[src/rtl/conv_bias_relu.sv]
// conv_bias_relu: adds a per-output-channel FP32 bias to the adder-tree stream,
// rectifies the result and tracks plane/frame position on both sides.
// Optional build macro RELU6_EN: also clamps positive results above 6.0 to 6.0.

// Single-cycle IEEE-754 single-precision adder with round-to-nearest-even.
module fp_add_sub (
  input  logic        i_clk,
  input  logic        i_rst,
  input  logic        i_valid,
  input  logic [31:0] i_a,
  input  logic [31:0] i_b,
  output logic [31:0] o_result,
  output logic        o_valid
);

  logic        w_aNan, w_bNan, w_aInf, w_bInf, w_swap, w_sign;
  logic [31:0] w_big, w_small, w_res;
  logic [7:0]  w_eBig, w_eSmall, w_diff;
  logic [23:0] w_mBig, w_mSmall;
  logic [53:0] w_align;
  logic [26:0] w_smallAl, w_norm;
  logic [27:0] w_sum;
  logic [4:0]  w_lz;
  logic [9:0]  w_exp, w_shift;
  logic [24:0] w_round;
  logic [22:0] w_frac;

  // Align, add, normalise and round the two operands; special values bypass the datapath
  always_comb begin
    w_aNan    = (i_a[30:23] == 8'hFF) && (i_a[22:0] != 23'd0);
    w_bNan    = (i_b[30:23] == 8'hFF) && (i_b[22:0] != 23'd0);
    w_aInf    = (i_a[30:23] == 8'hFF) && (i_a[22:0] == 23'd0);
    w_bInf    = (i_b[30:23] == 8'hFF) && (i_b[22:0] == 23'd0);
    w_swap    = i_b[30:0] > i_a[30:0];
    w_big     = w_swap ? i_b : i_a;
    w_small   = w_swap ? i_a : i_b;
    w_eBig    = (w_big[30:23] == 8'd0) ? 8'd1 : w_big[30:23];
    w_eSmall  = (w_small[30:23] == 8'd0) ? 8'd1 : w_small[30:23];
    w_mBig    = {(w_big[30:23] != 8'd0), w_big[22:0]};
    w_mSmall  = {(w_small[30:23] != 8'd0), w_small[22:0]};
    w_diff    = w_eBig - w_eSmall;
    w_align   = {w_mSmall, 3'b000, 27'd0} >> ((w_diff > 8'd27) ? 8'd27 : w_diff);
    w_smallAl = {w_align[53:28], w_align[27] | (|w_align[26:0])};
    if (w_big[31] != w_small[31])
      w_sum = {1'b0, w_mBig, 3'b000} - {1'b0, w_smallAl};
    else
      w_sum = {1'b0, w_mBig, 3'b000} + {1'b0, w_smallAl};
    w_sign = (w_sum == 28'd0) ? (i_a[31] & i_b[31]) : w_big[31];
    w_lz = 5'd27;
    for (int i = 0; i <= 26; i++)
      if (w_sum[i]) w_lz = 5'(26 - i);
    w_exp   = {2'b00, w_eBig};
    w_shift = 10'd0;
    if (w_sum[27]) begin
      w_norm = {w_sum[27:2], w_sum[1] | w_sum[0]};
      w_exp  = w_exp + 10'd1;
    end else begin
      w_shift = ({5'd0, w_lz} < (w_exp - 10'd1)) ? {5'd0, w_lz} : (w_exp - 10'd1);
      w_norm  = w_sum[26:0] << w_shift;
      w_exp   = w_exp - w_shift;
      if (!w_norm[26]) w_exp = 10'd0;
    end
    w_round = {1'b0, w_norm[26:3]} + {24'd0, w_norm[2] & (w_norm[1] | w_norm[0] | w_norm[3])};
    w_frac  = w_round[24] ? w_round[23:1] : w_round[22:0];
    if (w_round[24]) w_exp = w_exp + 10'd1;
    else if ((w_exp == 10'd0) && w_round[23]) w_exp = 10'd1;
    if (w_exp >= 10'd255) w_res = {w_sign, 8'hFF, 23'd0};
    else                  w_res = {w_sign, w_exp[7:0], w_frac};
    if (w_aNan)                                    w_res = i_a | 32'h0040_0000;
    else if (w_bNan)                               w_res = i_b | 32'h0040_0000;
    else if (w_aInf && w_bInf && (i_a[31] != i_b[31])) w_res = 32'h7FC0_0000;
    else if (w_aInf)                               w_res = i_a;
    else if (w_bInf)                               w_res = i_b;
  end

  // Pipeline register holding the sum and its valid flag
  always_ff @(posedge i_clk or posedge i_rst) begin
    if (i_rst) begin
      o_result <= '0;
      o_valid  <= 1'b0;
    end else begin
      o_valid <= i_valid;
      if (i_valid) o_result <= w_res;
    end
  end

endmodule

module conv_bias_relu #(
  parameter  int DATA_WIDTH      = 32,
  parameter  int CHANNEL_NUM_OUT = 64,
  parameter  int IMAGE_SIZE      = 612,
  localparam int CH_W = (CHANNEL_NUM_OUT > 1) ? $clog2(CHANNEL_NUM_OUT) : 1,
  localparam int PX_W = (IMAGE_SIZE > 1) ? $clog2(IMAGE_SIZE) : 1
) (
  input  logic                  clk,
  input  logic                  reset,
  input  logic                  valid_in,
  input  logic [DATA_WIDTH-1:0] pxl_in,
  input  logic                  bias_wr_en,
  input  logic [CH_W-1:0]       bias_wr_addr,
  input  logic [DATA_WIDTH-1:0] bias_wr_data,
  output logic [DATA_WIDTH-1:0] pxl_out,
  output logic                  valid_out,
  output logic                  last_px_out,
  output logic                  frame_done
);

  logic [DATA_WIDTH-1:0] r_bias [CHANNEL_NUM_OUT];
  logic [PX_W-1:0]       r_inPx, r_outPx;
  logic [CH_W-1:0]       r_inCh, r_outCh;
  logic [DATA_WIDTH-1:0] r_pxlOut;
  logic                  r_validOut, r_lastPx, r_frameDone;
  logic [DATA_WIDTH-1:0] w_bias, w_addResult, w_relu;
  logic                  w_addValid, w_addRst;
  logic                  w_inPxLast, w_inChLast, w_outPxLast, w_outChLast;

  assign w_bias      = r_bias[r_inCh];
  assign w_addRst    = ~reset;
  assign w_inPxLast  = (r_inPx == PX_W'(IMAGE_SIZE - 1));
  assign w_inChLast  = (r_inCh == CH_W'(CHANNEL_NUM_OUT - 1));
  assign w_outPxLast = (r_outPx == PX_W'(IMAGE_SIZE - 1));
  assign w_outChLast = (r_outCh == CH_W'(CHANNEL_NUM_OUT - 1));
  assign pxl_out     = r_pxlOut;
  assign valid_out   = r_validOut;
  assign last_px_out = r_lastPx;
  assign frame_done  = r_frameDone;

  fp_add_sub u_add (
    .i_clk    (clk),
    .i_rst    (w_addRst),
    .i_valid  (valid_in),
    .i_a      (pxl_in),
    .i_b      (w_bias),
    .o_result (w_addResult),
    .o_valid  (w_addValid)
  );

  // Bias register file; the read above sees the old value in the cycle of a write
  always_ff @(posedge clk or negedge reset) begin
    if (!reset) begin
      for (int i = 0; i < CHANNEL_NUM_OUT; i++) r_bias[i] <= '0;
    end else if (bias_wr_en) begin
      for (int i = 0; i < CHANNEL_NUM_OUT; i++)
        if (bias_wr_addr == CH_W'(i)) r_bias[i] <= bias_wr_data;
    end
  end

  // Input-side position; selects which channel's bias the incoming pixel gets
  always_ff @(posedge clk or negedge reset) begin
    if (!reset) begin
      r_inPx <= '0;
      r_inCh <= '0;
    end else if (valid_in) begin
      if (w_inPxLast) begin
        r_inPx <= '0;
        r_inCh <= w_inChLast ? '0 : r_inCh + 1'b1;
      end else begin
        r_inPx <= r_inPx + 1'b1;
      end
    end
  end

  // Rectifier: any negative result (including -0 and negative NaN) becomes +0
  always_comb begin
    w_relu = w_addResult[31] ? '0 : w_addResult;
`ifdef RELU6_EN
    if (!w_addResult[31] && (w_addResult > 32'h40C0_0000)) w_relu = 32'h40C0_0000;
`endif
  end

  // Output-side position advances with each pixel loaded into the output register
  always_ff @(posedge clk or negedge reset) begin
    if (!reset) begin
      r_outPx <= '0;
      r_outCh <= '0;
    end else if (w_addValid) begin
      if (w_outPxLast) begin
        r_outPx <= '0;
        r_outCh <= w_outChLast ? '0 : r_outCh + 1'b1;
      end else begin
        r_outPx <= r_outPx + 1'b1;
      end
    end
  end

  // Output register; position flags are captured alongside the pixel they describe
  always_ff @(posedge clk or negedge reset) begin
    if (!reset) begin
      r_pxlOut    <= '0;
      r_validOut  <= 1'b0;
      r_lastPx    <= 1'b0;
      r_frameDone <= 1'b0;
    end else begin
      r_validOut <= w_addValid;
      if (w_addValid) begin
        r_pxlOut    <= w_relu;
        r_lastPx    <= w_outPxLast;
        r_frameDone <= w_outPxLast & w_outChLast;
      end else begin
        r_lastPx    <= 1'b0;
        r_frameDone <= 1'b0;
      end
    end
  end

endmodule

[config.mk]
export PLATFORM = sky130hd
export DESIGN_NAME = conv_bias_relu
export DESIGN_NICKNAME = d
export VERILOG_FILES = /design/src/rtl/conv_bias_relu.sv
export SDC_FILE = /design/constraint.sdc
export NUM_CORES = 2
export LEC_CHECK = 0
export BUFFER_PORTS_ARGS = -buffer_cell sky130_fd_sc_hd__buf_2
export CAP_MARGIN = 20
export CORE_MARGIN = 2
export CORE_UTILIZATION = 30
export DETAILED_ROUTE_END_ITERATION = 6
export GPL_TIMING_DRIVEN = 0
export REMOVE_ABC_BUFFERS = 1
export SLEW_MARGIN = 10
export SYNTH_ARGS = -nofsm -noshare
export SYNTH_HDL_FRONTEND = slang
export SYNTH_SLANG_ARGS = --single-unit
[constraint.sdc]
create_clock -name clk -period 20.5 [get_ports clk]
set_input_delay 4.1 -clock clk [delete_from_list [all_inputs] [get_ports clk]]
set_output_delay 4.1 -clock clk [all_outputs]
set_load 0.02 [all_outputs]
Word level (Yosys, flattened, before mapping)
Index checks and enable logic that the tools add are counted.

Add/subtract/negate cells: 12. Magnitude comparators: 5. Equal/unequal tests: 71. Shifts and indexed selects: 2. Mux-type cells: 57. Bitwise logic cells: 8. Reductions and logical operators: 85.

Operators by type and width (count): two-way mux 32 bit (9); equality test 6 bit, second input constant (34); binary-select mux 32 bit (select 6 bit) (1); AND reduction 2 bit (66); two-way mux 5 bit (26); equality test 6 x 5 -> 1 bit, second input constant (16); two-way mux 10 bit (7); two-way mux 31 bit (2); >> shifter 54 x 8 -> 54 bit (1); equality test 6 x 4 -> 1 bit, second input constant (8); logical NOT 23 bit (2); nonzero test 23 bit (2); greater-than comparator 31 bit (1); adder 10 x 1 -> 10 bit, second input constant (3); adder 27 x 27 -> 28 bit (1); logical NOT 28 bit (1); two-way mux 28 bit (1); subtractor 27 x 27 -> 28 bit (1); two-way mux 27 bit (1); OR reduction 27 bit (1); left shift 27 x 10 -> 27 bit (1); adder 24 x 1 -> 25 bit (1); equality test 6 x 3 -> 1 bit, second input constant (4); two-way mux 8 bit (3); other kinds (25) (47).

Bits in registers: 2148. Input bits: 74. Output and inout bits: 35. Logic and storage cells: 314.

Logic depth before layout (Yosys ltp)
Word-level depth: 61. Mapped depth: 107. Gate-level depth less buffers: 89.

Cells and area by module
Synthesis repeated with hierarchy kept, for this count alone.

Cell total of the unflattened synthesis: 8393. Area, all modules: 110214.5 um2.

By module, submodules not included: conv_bias_relu (times used 1, cells an instance 6267, area an instance 96012.1 um2, seq. area each 52900.7 um2); fp_add_sub (times used 1, cells an instance 2126, area an instance 14202.4 um2, seq. area each 825.8 um2).

Worst setup path before layout
OpenSTA, ideal clock, no wires.

Kind: input-to-reg. Start point: input port pxl_in[26]. End point: register u_add.o_result[1]. Setup time: 0.120 ns. Data arrival time: 20.709 ns. Data required time: 20.380 ns. Setup slack: -0.329 ns. Cell stages on the path: 89. Buffers on the path: 12. Path through: buf_2 > inv_1 > ha_1 > a21oi_1 > a31oi_1 > a2111oi_0 > nand4_1 > nand2_1 > clkbuf_1 > clkbuf_1 > nor2_1 > a21oi_1 > nand2_1 > or2_2 > inv_1 > nand2_1 > and2_1 > ha_1 > [53 not listed] > buf_6 > buf_4 > buf_2 > ha_1 > a21oi_1 > nand2_1 > a31oi_1 > o211ai_1 > xnor2_1 > or3_1 > a22oi_1 > nor3_1 > or3_1 > a2111oi_2 > a21oi_1 > and3_1 > buf_6 > a31o_1.

Cells in the longest elaborated chain, start to end: 57. Elaborated cells on any way between the ends: 78. Those cells by class: 8 x add/sub; 4 x order compare; 2 x eq/ne; 2 x shift; 46 x mux; 5 x bitwise; 11 x reduce/logical.

Ends and longest elaborated chain: start, declared (RTL line 99) `input logic [DATA_WIDTH-1:0] pxl_in,`; greater-than comparator 31 bit (RTL line 34) `w_swap = i_b[30:0] > i_a[30:0];`; two-way mux 32 bit, on equally long branches (RTL line 35, 36); logical NOT 8 bit, on equally long branches (RTL line 37, 38); two-way mux 8 bit, on equally long branches (RTL line 37, 38); subtractor 8 bit (RTL line 41) `w_diff = w_eBig - w_eSmall;`; greater-than comparator 8 x 5 -> 1 bit (RTL line 42) `w_align = {w_mSmall, 3'b000, 27'd0} >> ((w_diff > 8'd27) ? 8'd27 : w_diff);`; two-way mux 8 bit (RTL line 42); >> shifter 54 x 8 -> 54 bit (RTL line 42); [41 not listed]; two-way mux 10 bit (RTL line 65) `if (w_round[24]) w_exp = w_exp + 10'd1;`; greater-or-equal comparator 10 x 8 -> 1 bit (RTL line 67) `if (w_exp >= 10'd255) w_res = {w_sign, 8'hFF, 23'd0};`; two-way mux 31 bit (RTL line 67); two-way mux 32 bit (RTL line 73) `else if (w_bInf) w_res = i_b;`; two-way mux 32 bit (RTL line 72) `else if (w_aInf) w_res = i_a;`; two-way mux 32 bit (RTL line 71) `else if (w_aInf && w_bInf && (i_a[31] != i_b[31])) w_res = 32'h7FC0_0000;`; two-way mux 32 bit (RTL line 70) `else if (w_bNan) w_res = i_b | 32'h0040_0000;`; two-way mux 32 bit (*) (RTL line 69) `if (w_aNan) w_res = i_a | 32'h0040_0000;`; end signal, assigned (RTL line 83) `if (i_valid) o_result <= w_res;`; end, declared (RTL line 12) `output logic [31:0] o_result,`.

Mark *: on every way between the ends. The rest lies on a longest branch, timed or not. A chain may end at the register's enable or synchronous reset.

Worst setup path in the final report
Start point: input port pxl_in[15]. End point: register u_add.o_result[26].

Same word-level chain as after synthesis.

==> impl_metrics.py <==
metrics = {
    "drt": {
        "first_pass_iters": 7,
        "postRouteWirelength_um": 366000,
        "dr_total_vias": 73500,
        "drtIter0Drc": 7045,
        "drc_errors": 4,
        "wl_per_cell_um": 28.0,
        "final_antenna_net_count": 0,
        "vias_per_cell": 5.63,
    },
    "run_status": {
        "violations": "DRC",
        "status": "complete, but fails checks",
    },
    "power_and_ir_drop": {
        "vdd_drop_max_mv": 0.0747,
        "power_density_mw_per_mm2": 95.5,
        "clkPwrFrac": 0.329,
        "p_switching_mw": 3.82,
        "p_total_mw": 12.4,
        "cellLeakagePower_nw": 57.0,
        "seqPwrFrac": 0.416,
        "p_comb_frac": 0.255,
        "switching_share": 0.309,
        "power.internal_mw": 8.54,
    },
    "run": {
        "drv_cap": 0,
    },
    "clock_network": {
        "cts_buffers": 220,
        "clk_latency_ns": 0.94,
        "clock-sinks": 2147,
        "htreeDepth": 4,
        "hold_buffers": 0,
        "cts_tree": "done",
        "clkTransAtPathRegs_ns": 0.06,
        "cts_root_buf": "clkbuf_16",
        "ctsLongestPathBuffers": 4,
    },
    "worst_setup_path": {
        "slowest_delay_ns": 0.84,
        "crit_top_cell": "a21oi_2",
        "cp_max_fo": 15,
        "critical_path_class": "in2reg",
        "cp-start-kind": "input port",
        "critPathArrivalTime_ns": 20.70,
        "cpMaxStageDelayCell": "nor4b_1",
        "crit_required_ns": 21.20,
        "endpoint_kind": "flip-flop",
    },
    "synthesis": {
        "synth-seq-area-share": 0.488,
        "synthCells": 8071,
        "synth_seq_cells": 2147,
        "synth_edf_count": 0,
        "async_flop_share": 1.00,
        "synth_cell_types": 123,
        "synth_area_mm2": 0.110,
        "synth_warnings": 0,
        "synth.avg_cell_area_um2": 13.6,
        "dominantRegCellSynth": "dfrtp_1",
    },
    "grt": {
        "grt.total_usage": 0.191,
        "grt_pass1_vias": 76000,
        "grt-ovfl-total": 0,
        "grt_max_degree": 170,
        "grt_pass1_wl_um": 531000,
        "antenna_found_initial": 21,
    },
    "floorplan": {
        "dieArea_mm2": 0.372,
        "io_pins": 109,
        "start_util": 0.301,
        "num_rows": 222,
        "die_h_um": 610,
        "die_w_um": 610,
        "core-area_mm2": 0.366,
    },
    "finish": {
        "nNetsFinal": 8248,
        "final_util": 0.354,
        "layout-drive-gt1-share": 0.481,
        "area_delta_synth_final_pct": 17.4,
        "n_fill_cell": 34600,
        "seqCellArea_mm2": 0.0538,
        "final_cell_mix": "2140 x dfrtp_1, 2065 x mux2_2, 634 x mux4_2, 282 x nand2_1, 264 x nor2_1",
        "multi_input_comb_area_mm2": 0.0549,
        "layout_commonest_cell": "dfrtp_1",
    },
    "min_path": {
        "min_path_type": "reg2reg",
    },
    "timing": {
        "hold_violations": 0,
        "fin_skew_ns": 0.129,
        "rsz0062_at_grt": "true",
        "min_period_ns": 20.01,
        "setup_viol": 0,
        "max_freq_ghz": 0.0500,
        "worstMarginPinSlew_ns": 1.23,
        "slew-limit-headroom": 0.172,
        "period_share": 0.976,
        "final_max_slew_viol_count": 0,
    },
    "placement": {
        "dpl.hpwl_um": 239000,
        "gp_congestion": 0.903,
        "io_buffers": 107,
    },
}
[final cells by class]
class / instances / share of cell area
Tap cell: 4816 / 0.0466
Clock buffer: 318 / 0.0497
Timing Repair inverter: 2 / 0.000126
Clock inverter: 69 / 0.00618
Inverter: 138 / 0.00446
Timing Repair Buffer: 493 / 0.0527
Multi-Input combinational cell: 5064 / 0.424
Antenna cell: 8 / 0.000155
Sequential cell: 2147 / 0.416
[Yosys cell counts, types with 15 or more instances]
master / count / area, um2
mux2i_1: 71 / 711
a31o_2: 35 / 307
o21bai_1: 18 / 135
dfrtp_1: 2147 / 53700
o22ai_1: 24 / 150
nand3_1: 99 / 495
and3_1: 46 / 288
a21oi_1: 202 / 1010
nor3_1: 97 / 485
buf_6: 28 / 315
o211ai_1: 31 / 233
mux2_2: 2066 / 23300
a21o_1: 33 / 248
xor2_1: 30 / 263
buf_1: 205 / 769
nor2_1: 297 / 1110
or3_1: 25 / 156
inv_1: 130 / 488
a22oi_1: 30 / 225
and2_1: 24 / 150
a211oi_1: 33 / 248
a31oi_1: 48 / 300
o31ai_1: 30 / 225
or2_2: 15 / 93.8
buf_4: 30 / 225
nand2b_1: 32 / 200
a221oi_1: 16 / 140
mux4_2: 634 / 14300
clkbuf_1: 386 / 1450
ha_1: 105 / 1310
o21ai_0: 125 / 626
buf_2: 85 / 425
nand4_1: 48 / 300
a32oi_1: 19 / 166
xnor2_1: 54 / 473
nor2b_1: 52 / 325
nor4_1: 41 / 257
nand2_1: 336 / 1260
[metrics by stage]
step	worst slack, ns	std cells	TNS, ns	hold WS, ns	instance area [um2]
floorplan	-19.45	7337	-611.64	0.439	107000
global route	-0.165	13100	-3.15	0.486	129000
detailed placement	-8.16	12400	-243.40	0.465	118000
finish	0.495	13100	0	0.470	129000
global placement	-43.14	12300	-	0.458	114000
CTS	0.00994	12900	0	0.476	127000
[timing repair]
item,CTS,global route
gates resized for setup,170,145
gates cloned,22,10
endpoints found under the setup margin,32,31
pin swaps,35,66
setup buffers,98,71
[worst max-delay path, delay by kind of cell]
| family | cells | cell delay [ns] |
|---|---|---|
| and+or+nand+nor | 26 | 6.32 |
| AOI/OAI and AO/OA | 26 | 5.77 |
| adders and majority gates | 7 | 2.12 |
| buffers and inverters | 10 | 1.67 |
| muxes | 1 | 0.46 |
| xor gates and xnor gates | 1 | 0.22 |
[logic make-up (layout without fill, tap and decap cells)]
logic type | Yosys count | after routing | synth area share
AO/OA/AOI/OAI | 887 | 894 | 0.0574
XOR/XNOR | 84 | 84 | 0.00668
adder cells (fa/ha/maj) | 110 | 110 | 0.0127
buffers and inverters | 872 | 1020 | 0.0336
flip-flops | 2147 | 2147 | 0.488
multiplexers | 2776 | 2778 | 0.348
other | 2 | 10 | 0.0000682
AND/OR/NAND/NOR | 1193 | 1196 | 0.0539
[power by group through the flow]
stage	logic, mW	clock network, mW	registers (mW)
2_1_floorplan	1.77	0	5.12
5_1_grt	3.33	4.31	5.20
4_1_cts	2.94	4.13	5.13
6_report	3.15	4.06	5.14
3_3_place_gp	2.63	0	5.18
3_5_place_dp	2.73	0	5.21
[registers in the layout (all words and copies together) (netlist names)]
signal	cells
r_bias	2048
u_add.o_result	32
pxl_out	31
r_inPx	10
r_outPx	10
r_inCh	6
r_outCh	6
frame_done	1
last_px_out	1
u_add.o_valid	1
valid_out	1
[per-layer routing]
layer / part of all wire / vias up / global-route usage / wire length [um]
met2: 0.46 / 2711 / 0.298 / 167000
met4: 0.040 / 18 / 0.0675 / 14500
met1: 0.43 / 39700 / 0.262 / 158000
li1: - / 30300 / - / -
met5: 0.00040 / - / 0 / 146
met3: 0.072 / 789 / 0.0402 / 26300
[final timing paths]
| path | from | to | slack, ns | cells after the start |
|---|---|---|---|---|
| max | pxl_in[15] | u_add.o_result[26]$_DFFE_PN0P_ | 0.49 | 71 |
| min | r_outCh[4]$_DFFE_PN0P_ | r_outCh[4]$_DFFE_PN0P_ | 0.47 | 1 |
| max reg2reg | r_inCh[0]$_DFFE_PN0P_ | u_add.o_result[26]$_DFFE_PN0P_ | 0.67 | 77 |
| min reg2reg | r_outCh[4]$_DFFE_PN0P_ | r_outCh[4]$_DFFE_PN0P_ | 0.47 | 1 |
| max in group asynchronous | reset | r_bias[1289]$_DFFE_PN0P_ | 14.38 | 4 |
| min in group asynchronous | reset | r_bias[614]$_DFFE_PN0P_ | 3.23 | 1 |
No activity file was read; power rests on OpenSTA's default activity.
